[src/rtl/pong_engine2p.sv]
// +----------------------------------------------------------------------------+
// | Module      : pong_engine2p                                                |
// | Description : Two-player pong game engine. Holds ball, paddle, score and   |
// |               match state, advances the game once every FRAME_DIV vsync    |
// |               frames, and renders the playfield to 1-bit colour video      |
// |               with one char_clock of latency.                              |
// |               Optional macro PONG_CPU_PLAYER_EN: right paddle tracks the   |
// |               ball automatically and key_r is ignored.                     |
// | Revision    : 1.0 - initial release                                        |
// +----------------------------------------------------------------------------+
`default_nettype none

module pong_engine2p #(
  parameter int FIELD_W     = 66,
  parameter int FIELD_H     = 37,
  parameter int CX_SHIFT    = 1,
  parameter int CY_SHIFT    = 4,
  parameter int PAD_H       = 6,
  parameter int FRAME_DIV   = 3,
  parameter int WIN_SCORE   = 7,
  parameter int PAUSE_STEPS = 20
) (
  input  logic        char_clock,
  input  logic        reset_n,
  input  logic        vsync,
  input  logic [1:0]  key_l,
  input  logic [1:0]  key_r,
  input  logic        key_start_n,
  input  logic [7:0]  char_count,
  input  logic [11:0] line_count,
  input  logic        pre_visible,
  output logic        video,
  output logic        video_r,
  output logic        video_g,
  output logic        video_b,
  output logic [7:0]  score_l,
  output logic [7:0]  score_r,
  output logic        game_over,
  output logic        winner,
  output logic [2:0]  state
);

  localparam logic [2:0] ST_IDLE     = 3'd0;
  localparam logic [2:0] ST_SERVE    = 3'd1;
  localparam logic [2:0] ST_PLAY     = 3'd2;
  localparam logic [2:0] ST_POINT    = 3'd3;
  localparam logic [2:0] ST_GAMEOVER = 3'd4;

  localparam int         c_DIV_W     = (FRAME_DIV > 1) ? $clog2(FRAME_DIV) : 1;
  localparam logic [c_DIV_W-1:0] c_DIV_MAX = c_DIV_W'(FRAME_DIV - 1);

  localparam logic [7:0] c_BALL_X0   = 8'(FIELD_W / 2);
  localparam logic [7:0] c_BALL_Y0   = 8'(FIELD_H / 2);
  localparam logic [7:0] c_PAD_Y0    = 8'((FIELD_H - PAD_H) / 2);
  localparam logic [7:0] c_PAD_MAX   = 8'(FIELD_H - 1 - PAD_H);
  localparam logic [7:0] c_PAD_SPAN  = 8'(PAD_H - 1);
  localparam logic [7:0] c_PAD_HALF  = 8'(PAD_H / 2);
  localparam logic [7:0] c_Y_MAX     = 8'(FIELD_H - 2);
  localparam logic [7:0] c_HIT_L     = 8'd3;
  localparam logic [7:0] c_HIT_R     = 8'(FIELD_W - 4);
  localparam logic [7:0] c_GOAL_R    = 8'(FIELD_W - 1);
  localparam logic [7:0] c_WIN       = 8'(WIN_SCORE);
  localparam logic [7:0] c_PAUSE_MAX = 8'(PAUSE_STEPS - 1);

  localparam logic [11:0] c_FW12     = 12'(FIELD_W);
  localparam logic [11:0] c_FH12     = 12'(FIELD_H);
  localparam logic [11:0] c_PADL_X12 = 12'd2;
  localparam logic [11:0] c_PADR_X12 = 12'(FIELD_W - 3);
  localparam logic [11:0] c_SPAN12   = 12'(PAD_H - 1);

  // Paddle top-row update: up wins over down, clamped inside the walls.
  function automatic logic [7:0] f_pad_next(input logic [7:0] top,
                                            input logic up, input logic dn);
    logic [7:0] nxt;
    nxt = top;
    if (up) begin
      if (top > 8'd1) nxt = top - 8'd1;
    end else if (dn) begin
      if (top < c_PAD_MAX) nxt = top + 8'd1;
    end
    return nxt;
  endfunction

  logic                r_vs_s1, r_vs_s2, r_vs_s3;
  logic [c_DIV_W-1:0]  r_div_cnt;
  logic                r_start_req;
  logic [2:0]          r_state;
  logic [7:0]          r_ball_x, r_ball_y;
  logic                r_dx_neg, r_dy_neg, r_serve_neg;
  logic [7:0]          r_pad_l, r_pad_r;
  logic [7:0]          r_score_l, r_score_r;
  logic                r_game_over, r_winner;
  logic [7:0]          r_pause;
  logic                r_video, r_video_r, r_video_g, r_video_b;

  logic                w_edge, w_step, w_start;
  logic                w_r_up, w_r_dn;
  logic [7:0]          w_pad_l_n, w_pad_r_n;
  logic                w_wall, w_hit_l, w_hit_r;
  logic                w_dx_neg_n, w_dy_neg_n;
  logic [7:0]          w_bx_n, w_by_n;
  logic [7:0]          w_sl_inc, w_sr_inc;

  assign w_edge  = r_vs_s2 & ~r_vs_s3;
  assign w_step  = w_edge && (r_div_cnt == c_DIV_MAX);
  assign w_start = r_start_req | ~key_start_n;

`ifdef PONG_CPU_PLAYER_EN
  logic w_unused_key_r;
  assign w_unused_key_r = ^key_r;
  assign w_r_up = (r_pad_r + c_PAD_HALF) > r_ball_y;
  assign w_r_dn = (r_pad_r + c_PAD_HALF) < r_ball_y;
`else
  assign w_r_up = ~key_r[0];
  assign w_r_dn = ~key_r[1];
`endif

  assign w_pad_l_n = f_pad_next(r_pad_l, ~key_l[0], ~key_l[1]);
  assign w_pad_r_n = f_pad_next(r_pad_r, w_r_up, w_r_dn);

  // Ball physics use the paddle positions from before this step.
  assign w_wall  = (r_ball_y == 8'd1 && r_dy_neg) || (r_ball_y == c_Y_MAX && !r_dy_neg);
  assign w_hit_l = r_dx_neg && (r_ball_x == c_HIT_L) &&
                   (r_ball_y >= r_pad_l) && (r_ball_y <= r_pad_l + c_PAD_SPAN);
  assign w_hit_r = !r_dx_neg && (r_ball_x == c_HIT_R) &&
                   (r_ball_y >= r_pad_r) && (r_ball_y <= r_pad_r + c_PAD_SPAN);
  assign w_dx_neg_n = r_dx_neg ^ (w_hit_l | w_hit_r);
  assign w_dy_neg_n = r_dy_neg ^ w_wall;
  assign w_bx_n = w_dx_neg_n ? r_ball_x - 8'd1 : r_ball_x + 8'd1;
  assign w_by_n = w_dy_neg_n ? r_ball_y - 8'd1 : r_ball_y + 8'd1;

  assign w_sl_inc = (r_score_l == 8'hFF) ? 8'hFF : r_score_l + 8'd1;
  assign w_sr_inc = (r_score_r == 8'hFF) ? 8'hFF : r_score_r + 8'd1;

  // vsync synchroniser, edge history and frame divider.
  always_ff @(posedge char_clock or negedge reset_n) begin
    if (!reset_n) begin
      r_vs_s1   <= 1'b0;
      r_vs_s2   <= 1'b0;
      r_vs_s3   <= 1'b0;
      r_div_cnt <= '0;
    end else begin
      r_vs_s1 <= vsync;
      r_vs_s2 <= r_vs_s1;
      r_vs_s3 <= r_vs_s2;
      if (w_edge) r_div_cnt <= (r_div_cnt == c_DIV_MAX) ? '0 : r_div_cnt + 1'b1;
    end
  end

  // Start button is remembered from any cycle until the next game step.
  always_ff @(posedge char_clock or negedge reset_n) begin
    if (!reset_n)          r_start_req <= 1'b0;
    else if (w_step)       r_start_req <= 1'b0;
    else if (!key_start_n) r_start_req <= 1'b1;
  end

  // Match state machine, ball, paddles and scores; advances on game steps only.
  always_ff @(posedge char_clock or negedge reset_n) begin
    if (!reset_n) begin
      r_state     <= ST_IDLE;
      r_ball_x    <= c_BALL_X0;
      r_ball_y    <= c_BALL_Y0;
      r_dx_neg    <= 1'b0;
      r_dy_neg    <= 1'b0;
      r_serve_neg <= 1'b0;
      r_pad_l     <= c_PAD_Y0;
      r_pad_r     <= c_PAD_Y0;
      r_score_l   <= 8'd0;
      r_score_r   <= 8'd0;
      r_game_over <= 1'b0;
      r_winner    <= 1'b0;
      r_pause     <= 8'd0;
    end else if (w_step) begin
      if (r_state != ST_GAMEOVER) begin
        r_pad_l <= w_pad_l_n;
        r_pad_r <= w_pad_r_n;
      end
      case (r_state)
        ST_IDLE: begin
          if (w_start) r_state <= ST_SERVE;
        end
        ST_SERVE: begin
          r_ball_x <= c_BALL_X0;
          r_ball_y <= c_BALL_Y0;
          r_dx_neg <= r_serve_neg;
          r_dy_neg <= 1'b0;
          r_state  <= ST_PLAY;
        end
        ST_PLAY: begin
          r_ball_x <= w_bx_n;
          r_ball_y <= w_by_n;
          r_dx_neg <= w_dx_neg_n;
          r_dy_neg <= w_dy_neg_n;
          if (w_bx_n == 8'd0) begin
            // Left side conceded: right scores, next serve heads left.
            r_score_r   <= w_sr_inc;
            r_serve_neg <= 1'b1;
            r_pause     <= 8'd0;
            if (w_sr_inc == c_WIN) begin
              r_state     <= ST_GAMEOVER;
              r_game_over <= 1'b1;
              r_winner    <= 1'b1;
            end else begin
              r_state <= ST_POINT;
            end
          end else if (w_bx_n == c_GOAL_R) begin
            r_score_l   <= w_sl_inc;
            r_serve_neg <= 1'b0;
            r_pause     <= 8'd0;
            if (w_sl_inc == c_WIN) begin
              r_state     <= ST_GAMEOVER;
              r_game_over <= 1'b1;
              r_winner    <= 1'b0;
            end else begin
              r_state <= ST_POINT;
            end
          end
        end
        ST_POINT: begin
          if (r_pause == c_PAUSE_MAX) r_state <= ST_SERVE;
          else                        r_pause <= r_pause + 8'd1;
        end
        ST_GAMEOVER: begin
          if (w_start) begin
            r_score_l   <= 8'd0;
            r_score_r   <= 8'd0;
            r_game_over <= 1'b0;
            r_state     <= ST_SERVE;
          end
        end
        default: r_state <= ST_IDLE;
      endcase
    end
  end

  logic [7:0]  w_cx;
  logic [11:0] w_cx12, w_cy12, w_bx12, w_by12, w_pl12, w_pr12;
  logic        w_in_field, w_border, w_paddle, w_ball, w_fg;

  assign w_cx   = char_count >> CX_SHIFT;
  assign w_cx12 = {4'd0, w_cx};
  assign w_cy12 = line_count >> CY_SHIFT;
  assign w_bx12 = {4'd0, r_ball_x};
  assign w_by12 = {4'd0, r_ball_y};
  assign w_pl12 = {4'd0, r_pad_l};
  assign w_pr12 = {4'd0, r_pad_r};

  assign w_in_field = (w_cx12 < c_FW12) && (w_cy12 < c_FH12);
  assign w_border   = w_in_field && ((w_cy12 == 12'd0) || (w_cy12 == c_FH12 - 12'd1) ||
                                     (w_cx12 == 12'd0) || (w_cx12 == c_FW12 - 12'd1));
  assign w_paddle   = w_in_field &&
                      (((w_cx12 == c_PADL_X12) && (w_cy12 >= w_pl12) && (w_cy12 <= w_pl12 + c_SPAN12)) ||
                       ((w_cx12 == c_PADR_X12) && (w_cy12 >= w_pr12) && (w_cy12 <= w_pr12 + c_SPAN12)));
  assign w_ball     = w_in_field && (r_state != ST_IDLE) &&
                      (w_cx12 == w_bx12) && (w_cy12 == w_by12);
  assign w_fg       = w_border | w_paddle;

  // Registered pixel render.
  always_ff @(posedge char_clock or negedge reset_n) begin
    if (!reset_n) begin
      r_video   <= 1'b0;
      r_video_r <= 1'b0;
      r_video_g <= 1'b0;
      r_video_b <= 1'b0;
    end else begin
      r_video   <= pre_visible & (w_fg | w_ball);
      r_video_r <= pre_visible & w_ball;
      r_video_g <= pre_visible & w_fg;
      r_video_b <= pre_visible & ~(w_fg | w_ball);
    end
  end

  assign video     = r_video;
  assign video_r   = r_video_r;
  assign video_g   = r_video_g;
  assign video_b   = r_video_b;
  assign score_l   = r_score_l;
  assign score_r   = r_score_r;
  assign game_over = r_game_over;
  assign winner    = r_winner;
  assign state     = r_state;

endmodule

`default_nettype wire

[config.mk]
export PLATFORM = sky130hd
export DESIGN_NAME = pong_engine2p
export DESIGN_NICKNAME = d
export VERILOG_FILES = /design/src/rtl/pong_engine2p.sv
export SDC_FILE = /design/constraint.sdc
export NUM_CORES = 1
export LEC_CHECK = 0
export BUFFER_PORTS_ARGS = -buffer_cell sky130_fd_sc_hd__buf_4
export CAP_MARGIN = 10
export CORE_MARGIN = 5
export CORE_UTILIZATION = 56
export CTS_CLUSTER_DIAMETER = 40
export DETAILED_ROUTE_END_ITERATION = 8
export GPL_TIMING_DRIVEN = 0
export PLACE_DENSITY = 0.78
export RECOVER_POWER = 50
export SYNTH_ARGS = -nofsm -noshare
export SYNTH_HDL_FRONTEND = slang
export SYNTH_SLANG_ARGS = --single-unit
[constraint.sdc]
create_clock -name char_clock -period 5.3 [get_ports char_clock]
set_clock_uncertainty 0.05 [all_clocks]
set_input_delay 0.53 -clock char_clock [delete_from_list [all_inputs] [get_ports char_clock]]
set_output_delay 0.53 -clock char_clock [all_outputs]
set_load 0.02 [all_outputs]
-- After elaboration in Yosys (flattened, before gate mapping)
Cells that the tools add are included.
- flip-flop bits (word level): 74
- bits in latches: 0
- RAM bits: 0
- ROM bits: 0
- input port bits: 29
- output and inout bits: 25
- memories kept: 0
- add/subtract/negate cells: 16
- $mul: 0
- div/mod/pow operators: 0
- order comparisons: 14
- equality and inequality tests: 38
- shifts and indexed selects: 0
- mux-type cells: 47
- bitwise logic cells: 14
- reductions and logical operators: 49
- operators with widths (cell ; number):
    two-way mux 8 bit ; 19
    case mux 8 bit (2 select lines) ; 5
    adder 8 x 1 -> 8 bit, second input constant ; 7
    greater-or-equal comparator 8 bit ; 4
    subtractor 8 x 1 -> 8 bit, second input constant ; 4
    == test 8 x 6 -> 1 bit, second input constant ; 3
    zero test 12 bit ; 2
    AND reduction 5 bit ; 4
    logical AND 1 bit ; 19
    adder 8 x 3 -> 9 bit, second input constant ; 2
    less-or-equal comparator 8 x 9 -> 1 bit ; 2
    two-way mux 3 bit ; 6
    adder 8 x 3 -> 8 bit, second input constant ; 2
    == test 8 x 3 -> 1 bit, second input constant ; 2
    == test 8 bit, second input constant ; 2
    > comparator 8 x 1 -> 1 bit, second input constant ; 2
    less-or-equal comparator 8 bit ; 2
    < comparator 8 x 5 -> 1 bit, second input constant ; 2
    != test 2 bit, second input constant ; 8
    nonzero test 2 bit ; 7
    two-way mux 1 bit ; 12
    != test 3 bit, second input constant ; 4
    case mux 3 bit (4 select lines) ; 1
    AND reduction 4 bit ; 3
    other kinds (32) ; 54

-- Longest topological paths before layout
Gate-level depths: netlist of run 1.
- depth in word-level cells: 11
- depth in mapped cells: 23
- depth with buffers taken out: 22

-- Least setup slack after synthesis of run 1
No wires, ideal clock.
- path type: flip-flop to flip-flop
- from: reg r_pad_l[0]
- to: reg r_score_r[1] (netlist: score_r[1])
- setup time: 127 ps
- arrival time: 4862 ps
- required time: 5123 ps
- path slack: 261 ps
- cell stages (with the launch flop): 24
- buffers on the path: 1
- clock period less this slack: 5039 ps
- cell sequence: dfstp_2 ha_1 o21ai_0 xnor2_1 ha_1 and3_1 and3_1 a31oi_1 maj3_1 a211oi_2 a21oi_4 inv_1 fa_1 nor2b_1 o21ai_1 a21boi_0 o21ai_1 and3_1 o21ai_0 nor2b_1 a31o_1 and2_1 buf_4 mux2i_1
- cells in the longest elaborated chain, start to end: 9
- RTL lines (what ; line ; RTL):
    from (decl) ; 90 ; logic [7:0] r_pad_l, r_pad_r;
    from (signal assigned) ; 166 ; r_pad_l <= c_PAD_Y0;
    from (signal assigned) ; 175 ; r_pad_l <= w_pad_l_n;
    adder 8 x 3 -> 8 bit / greater-or-equal comparator 8 bit (equally long branches) ; 124 ; (r_ball_y >= r_pad_l) && (r_ball_y <= r_pad_l + c_PAD_SPAN);
    less-or-equal comparator 8 bit / logical AND 1 bit (equally long branches) ; 124, 123 ;
    logical AND 1 bit (*) ; 124 ;
    OR 1 bit (*) ; 127 ; assign w_dx_neg_n = r_dx_neg ^ (w_hit_l | w_hit_r);
    XOR 1 bit (*) ; 127 ;
    two-way mux 8 bit (*) ; 129 ; assign w_bx_n = w_dx_neg_n ? r_ball_x - 8'd1 : r_ball_x + 8'd1;
    zero test 8 bit (*) ; 194 ; if (w_bx_n == 8'd0) begin
    != test 2 bit (no line) (*) ; -- ;
    AND reduction 4 bit (no line) (*) ; -- ;
    to (signal assigned) ; 196 ; r_score_r <= w_sr_inc;
    to (decl) ; 91 ; logic [7:0] r_score_l, r_score_r;
Mark *: on every way between the ends. The rest lies on a longest branch, timed or not.
A chain may end at the register's enable or synchronous reset.

-- Worst setup path after layout of run 1
- from: reg r_pad_l[5]
- to: reg r_score_r[0] (netlist: score_r[0])
Same word-level chain as after synthesis.

==> results_dict.tcl, run 1 <==
set metrics [dict create \
    status "complete, but fails checks" \
    violations "capacitance limit, slew limit" \
    nets 934 \
    floorplan.initialDensity_pct 56.89 \
    synth_ff_type "dfrtp_1" \
    leakagePower_nw 3.252 \
    ys_warn_count 0 \
    ys_ff_latch 74 \
    synthDistinctLibCells 81 \
    track_usage_pct 24.60 \
    clkPwrFrac_pct 16.3 \
    stdcell_count 974 \
    layout-drive-gt1-share_pct 18.29 \
    dp_hpwl_um 12490 \
    tritoncts.num_buffers 9 \
    via_per_inst 6.323 \
    grt_pass1_wl_um 28670 \
    synth_area_leader_cell "dfrtp_1" \
    grtUsageMet2_pct 38.68 \
    cts.sinks 74 \
    portBuffers 47 \
    maxSlewViolCount 75 \
    rows 39 \
    hold_violations 0 \
    antennaDiodeCount 0 \
    cts.clk_slew.worst_paths_ns 0.06 \
    grt_max_degree 75 \
    crit_start "r_pad_l[5]$_DFFE_PN0P_" \
    r2r_end "score_r[0]$_DFFE_PN0P_" \
    p_switching_mw 1.526 \
    cp_data_required_time_ns 5.51 \
    max-clock-path-buffers 2 \
    ff2ff_path_depth 22 \
    min-delay-path-class "in -> reg" \
    pin_count 54 \
    syn_to_final_growth_pct 17.41 \
    path_cells "buf_4, inv_1, nor3_2, nor3b_2, xnor2_2, ha_1, a31o_1, a221o_1, a211oi_4, a21oi_4, buf_12, ha_1, o21a_1, a21oi_2, o21ai_1, a21oi_2, xnor2_4, xnor2_4, a31o_1, and2_1, buf_6, mux2i_2" \
    avgSynthCellArea_um2 8.755 \
    ys_seq_area_share_pct 28.74 \
    synth_edf_count 0 \
    vias 6159 \
    p_seq_share_pct 25.9 \
    internal_power_mw 1.888 \
    busiest_layer "met2" \
    cp.arrival_ns 5.34 \
    synth.net_count 850 \
    die_area_um2 13850 \
    clock_latency_ns 0.34 \
    p_total_mw 3.414 \
    maxCapViolCount 1 \
    peakVddDrop_uv 281.7 \
    postRouteAntennaNets 0 \
    endpoint "score_r[0]$_DFFE_PN0P_" \
    wl_um 17440 \
    rr_startpoint "r_pad_l[5]$_DFFE_PN0P_" \
    clock.fmax_mhz 194.9 \
    min_period_ns 5.132 \
    grt_overflow 0 \
    end_kind "register" \
    synth_most_common_cell "ha_1" \
    p_sw_share_pct 44.69 \
    grtUsageMet1_pct 34.34 \
    place.gp.congestion 0.9432 \
    drt-initial-drc-count 606 \
    finalSetupViolCount 0 \
    r2r_slack_ns 0.17 \
    first_pass_iters 7 \
    grt_pass1_vias 5760 \
    wire_per_inst_um 17.91 \
    synthTopCellsByCount "78 x ha_1, 62 x dfrtp_1, 52 x nor2_1" \
    tightest_slew_ns 4.010 \
    die_y_um 117.7 \
    clock-root-buffer "clkbuf_16" \
    slowest_delay_ns 0.38 \
    yosys.area.top_type_share_pct 23.88 \
    setup.worst_path.start_class "register" \
    gr-usage-met3_pct 4.853 \
    rsz0062_at_grt "no" \
    netlist_top_cells_area "dfrtp_1 24%, ha_1 15%, xnor2_1 6.3%" \
    final_area_um2 7627 \
    die_w_um 117.7 \
    post-route-drc-count 0 \
    coreArea_um2 11420 \
    post-place-cells 932 \
    slew_headroom_pct -167.3 \
    combPwrFrac_pct 57.8 \
    postSynthCellCount 742 \
    p_per_area_nw_per_um2 447.6 \
    critical_path.max_fanout 10 \
    layout_worst_path_cycle_share_pct 96.83 \
    cts_tree "done" \
    async_flop_share_pct 100.0 \
    antenna_found_initial 0 \
    worst_path_max_delay_cell "dfrtp_1" \
    synth.cell_area_um2 6496 \
    crit_type "reg -> reg" \
    htreeDepth 3 \
    place_area_um2 7028 \
]
[worst min path at each step]
stage	cells after the start	to	slack [ns]	startpoint
2_1_floorplan	0	game_over$_DFFE_PN0P_	0.18	reset_n
3_3_place_gp	0	r_vs_s2$_DFF_PN0_	0.30	r_vs_s1$_DFF_PN0_
3_5_place_dp	0	r_vs_s2$_DFF_PN0_	0.29	r_vs_s1$_DFF_PN0_
4_1_cts	1	r_vs_s1$_DFF_PN0_	0.24	vsync
5_1_grt	1	r_vs_s1$_DFF_PN0_	0.26	vsync
6_report	1	r_vs_s1$_DFF_PN0_	0.27	vsync
[metal layers]
metal / wire length, um / share of wire [%] / vias to the layer above
met5: 0 / 0 / -
met4: 423 / 2.4 / 0
met3: 1185 / 6.8 / 39
met2: 8014 / 46 / 260
met1: 7820 / 45 / 2971
li1: - / - / 2889
[per-stage QoR]
stage / worst slack [ns] / util [%] / hold slack (ns) / setup TNS, ns
after floorplan: 0.2607 / - / 0.1844 / 0
after global placement: -0.6201 / 61.55 / 0.2987 / -12.13
after detailed placement: -0.8554 / 61.55 / 0.2918 / -17.26
after CTS: 0.01686 / 65.10 / 0.2368 / 0
after global routing: 0.005042 / 66.80 / 0.2560 / 0
final: 0.1682 / 66.80 / 0.2660 / 0
[kinds of logic (layout without fill, tap and decap cells)]
group           after synthesis  in the layout  share of synthesized area, %
simple gates                245            245                         19.45
xor+xnor                     65             66                         9.284
compound gates              199            199                         20.88
fa+ha+maj                    82             82                         15.79
mux                          10             10                         1.676
buf+inv                      67            155                         4.179
flops                        74             74                         28.74
[critical path, delay by kind of cell, from the launching register on]
family                     cells  cell delay (ns)
muxes                          1             0.22
xor gates and xnor gates       3             0.55
and+or+nand+nor                3             0.65
AOI/OAI and AO/OA              9             1.93
DFF                            1             0.38
buffers and inverters          4             0.59
adders and majority gates      2             0.64
[placed cells by master, fill, tap and decap left out, types with 9 or more instances in the layout]
cell type / count
clkbuf_16: 9
and3_1: 11
nand4_1: 15
inv_1: 40
nor3_1: 21
dfrtp_1: 62
a21oi_1: 38
nor2_1: 52
ha_1: 75
clkbuf_1: 22
nand3_1: 25
nor4_1: 10
o21a_1: 15
dfstp_2: 12
a31oi_1: 12
o21ai_0: 42
nand2_1: 51
xor2_1: 15
buf_4: 66
xnor2_1: 45
[flip-flops by register name, summed over array words and instances (netlist names), 2 cells and up]
signal	cells
r_ball_x	8
r_ball_y	8
r_div_cnt	2
r_pad_l	8
r_pad_r	8
r_pause	8
score_l	8
score_r	8
state	3
[what timing repair did]
item	in CTS	in global routing
setup buffers	8	18
pin swaps	5	11
setup endpoints to repair	30	30
hold buffers	0	0
gates cloned	1	0
hold endpoints to repair	0	0
resized for setup	13	23
[layout make-up]
type / instances / area [um2]
Buffer: 20 / 100.1
Clock buffer: 10 / 229.0
Clock inverter: 6 / 35.03
Fill cell: 906 / 3791
Inverter: 46 / 172.7
Multi-Input combinational cell: 602 / 4511
Sequential cell: 74 / 1867
Tap cell: 143 / 178.9
Timing Repair Buffer: 73 / 534.3
[power by group through the flow]
stage | Combinational [mW] | Clock (mW) | Sequential [mW]
floorplan | 1.25 | 0 | 0.854
global placement | 1.57 | 0 | 0.878
detailed placement | 1.65 | 0 | 0.883
CTS | 1.78 | 0.568 | 0.874
global route | 2.15 | 0.597 | 0.899
finish | 1.97 | 0.557 | 0.885
Note: power is estimated with default switching activity, not from simulation.
==> run 2: changes to the inputs <==
--- a/config.mk
+++ b/config.mk
@@ -7,12 +7,14 @@
 export LEC_CHECK = 0
 export BUFFER_PORTS_ARGS = -buffer_cell sky130_fd_sc_hd__buf_4
 export CAP_MARGIN = 10
+export CELL_PAD_IN_SITES_DETAIL_PLACEMENT = 0
+export CELL_PAD_IN_SITES_GLOBAL_PLACEMENT = 1
 export CORE_MARGIN = 5
-export CORE_UTILIZATION = 56
+export CORE_UTILIZATION = 42
 export CTS_CLUSTER_DIAMETER = 40
 export DETAILED_ROUTE_END_ITERATION = 8
 export GPL_TIMING_DRIVEN = 0
-export PLACE_DENSITY = 0.78
+export PLACE_DENSITY_LB_ADDON = 0.1
 export RECOVER_POWER = 50
 export SYNTH_ARGS = -nofsm -noshare
 export SYNTH_HDL_FRONTEND = slang
==> constraint.sdc (replaced) <==
create_clock -name char_clock -period 5.3 [get_ports char_clock]
set_clock_uncertainty 0.05 [all_clocks]
set_input_delay 0.265 -clock char_clock [delete_from_list [all_inputs] [get_ports char_clock]]
set_output_delay 0.265 -clock char_clock [all_outputs]
set_load 0.02 [all_outputs]
==> run 2 against run 1 <==
Count of clock-buffer cells in the layout is 1 higher; hold slack worse by 0.11 ns; design area grew 2.2%; via count shrank 3.8%; sequential power rose by 0.9%; fmax increased by 0.56%; worst setup slack gained 0.029 ns; clock power grew 31%; sequential share of layout area is 0.53 points lower; the run still ends with capacitance limit, slew limit left; critical path depth did not move; largest cell class unchanged; register-to-register slack better by 0.03 ns; flip-flop and latch count did not move.
==> results_dict.tcl, run 2 (same netlist as run 1, synthesis figures left out) <==
set metrics [dict create \
    postRouteAntennaNets 0 \
    min_period_ns 5.103 \
    maxSlewViolCount 75 \
    cts.clk_slew.worst_paths_ns 0.06 \
    clock_latency_ns 0.34 \
    first_pass_iters 5 \
    place.gp.congestion 0.8788 \
    cp_data_required_time_ns 5.47 \
    via_per_inst 5.805 \
    slew_headroom_pct -172.5 \
    rr_startpoint "r_pad_l[0]$_DFFE_PN1P_" \
    peakVddDrop_uv 236.6 \
    dp_hpwl_um 13580 \
    min-delay-path-class "in -> reg" \
    antenna_found_initial 0 \
    end_kind "register" \
    tightest_slew_ns 4.088 \
    rows 45 \
    grt_overflow 0 \
    grt_pass1_wl_um 29530 \
    drt-initial-drc-count 357 \
    hold_violations 0 \
    wire_per_inst_um 17.66 \
    die_y_um 134.4 \
    ff2ff_path_depth 22 \
    hold_path_depth 2 \
    tritoncts.num_buffers 9 \
    p_per_area_nw_per_um2 457.5 \
    syn_to_final_growth_pct 20.03 \
    p_total_mw 3.567 \
    die_w_um 134.4 \
    final_common_cell "ha_1" \
    nets 936 \
    violations "capacitance limit, slew limit" \
    finalSetupTns_ns 0 \
    fill_cells 1453 \
    cp.arrival_ns 5.27 \
    whs_ns 0.1577 \
    r2r_end "score_l[0]$_DFFE_PN0P_" \
    critical_path.max_fanout 8 \
    clock-root-buffer "clkbuf_16" \
    cts_tree "done" \
    die_area_um2 18050 \
    layout-drive-gt1-share_pct 18.61 \
    maxCapViolCount 1 \
    htreeDepth 3 \
    status "complete, but fails checks" \
    final_area_um2 7797 \
    pin_count 54 \
    vias 5927 \
    mostFrequentLayoutCells "75 x ha_1, 68 x buf_4, 62 x dfrtp_1" \
    min_from "pre_visible" \
    clock.fmax_mhz 196.0 \
    grt_pass1_vias 5654 \
    portBuffers 47 \
    grt_max_degree 75 \
    max-clock-path-buffers 2 \
    path_cells "ha_4, o21ai_0, xnor2_1, ha_1, and3_1, and3_1, nand3_1, a221o_1, a211oi_4, a21oi_4, buf_6, ha_1, o21a_1, a21oi_2, o21ai_1, a21oi_2, xnor2_2, xnor2_4, buf_4, a21oi_4, nor2_4, mux2_1" \
    place_area_um2 7084 \
    setup.worst_path.start_class "register" \
    crit_type "reg -> reg" \
    dp_slack_ns -0.7539 \
    floorplan.initialDensity_pct 42.73 \
    slowest_delay_ns 0.60 \
    layout_worst_path_cycle_share_pct 96.28 \
    worst_path_max_delay_cell "dfstp_2" \
    coreArea_um2 15200 \
    hold_path_end "video_b$_DFF_PN0_" \
    cts.sinks 74 \
    leakagePower_nw 3.308 \
    wl_um 18030 \
    post-route-drc-count 0 \
    track_usage_pct 20.16 \
    antennaDiodeCount 0 \
    r2r_slack_ns 0.20 \
    finalSetupViolCount 0 \
    finalWorstSetupSlack_ns 0.1970 \
]
-- run 2: area by class of cell --
cell class / count / area [um2] / share of cell area, %
Buffer: 20 / 96.34 / 1.236
Clock inverter: 5 / 100.1 / 1.284
Multi-Input combinational cell: 601 / 4507 / 57.80
Tap cell: 188 / 235.2 / 3.017
Sequential cell: 74 / 1867 / 23.94
Clock buffer: 11 / 252.7 / 3.241
Inverter: 46 / 176.4 / 2.263
Timing Repair Buffer: 76 / 563.0 / 7.221
-- run 2: metal layers --
layer  routed length (um)  GRT usage [%]  vias up  share of wire [%]
li1                     -              -     2900                  -
met1                 9129          29.36     2907                 51
met2                 8120          31.09      100                 45
met3                  550          3.188       20                3.1
met4                  228          5.430        0                1.3
met5                    0              0        -                  0
-- run 2: how the worst max path moves through the flow --
stage,endpoint,startpoint,slack [ns]
after floorplan,score_r[1]$_DFFE_PN0P_,r_pad_l[0]$_DFFE_PN1P_,0.26
after global placement,score_r[1]$_DFFE_PN0P_,r_pad_l[0]$_DFFE_PN1P_,-0.64
final,score_l[0]$_DFFE_PN0P_,r_pad_l[0]$_DFFE_PN1P_,0.20
after detailed placement,score_r[6]$_DFFE_PN0P_,r_pad_l[0]$_DFFE_PN1P_,-0.75
after global routing,score_r[0]$_DFFE_PN0P_,r_pad_r[0]$_DFFE_PN1P_,-0.03
after CTS,score_l[0]$_DFFE_PN0P_,r_pad_l[0]$_DFFE_PN1P_,0.006
-- run 2: critical path, delay by kind of cell, from the launching register on --
kind / cells / cell delay [ns]
AOI/OAI and AO/OA: 9 / 1.79
xor gates and xnor gates: 3 / 0.47
adders and majority gates: 3 / 0.82
buffers and inverters: 2 / 0.32
DFF: 1 / 0.60
muxes: 1 / 0.34
and+or+nand+nor: 4 / 0.57
-- run 2: per-stage QoR --
step                      cells  util [%]
after detailed placement    977     46.60
after global placement      977     46.60
final                      1021     51.29
after floorplan             742         -
after global routing       1021     51.29
after CTS                  1010     50.22
-- run 2: what timing repair did --
item	in CTS	in global routing
setup endpoints to repair	30	30
setup buffers	17	11
hold buffers	1	0
hold endpoints to repair	1	0
gates resized for setup	16	22
pin swaps	7	10
-- run 2: power breakdown --
group / switching, mW / internal (mW) / leakage, nW
Sequential: 0.193 / 0.701 / 0.927
Combinational: 1.06 / 0.882 / 2.21
Clock: 0.247 / 0.484 / 0.176
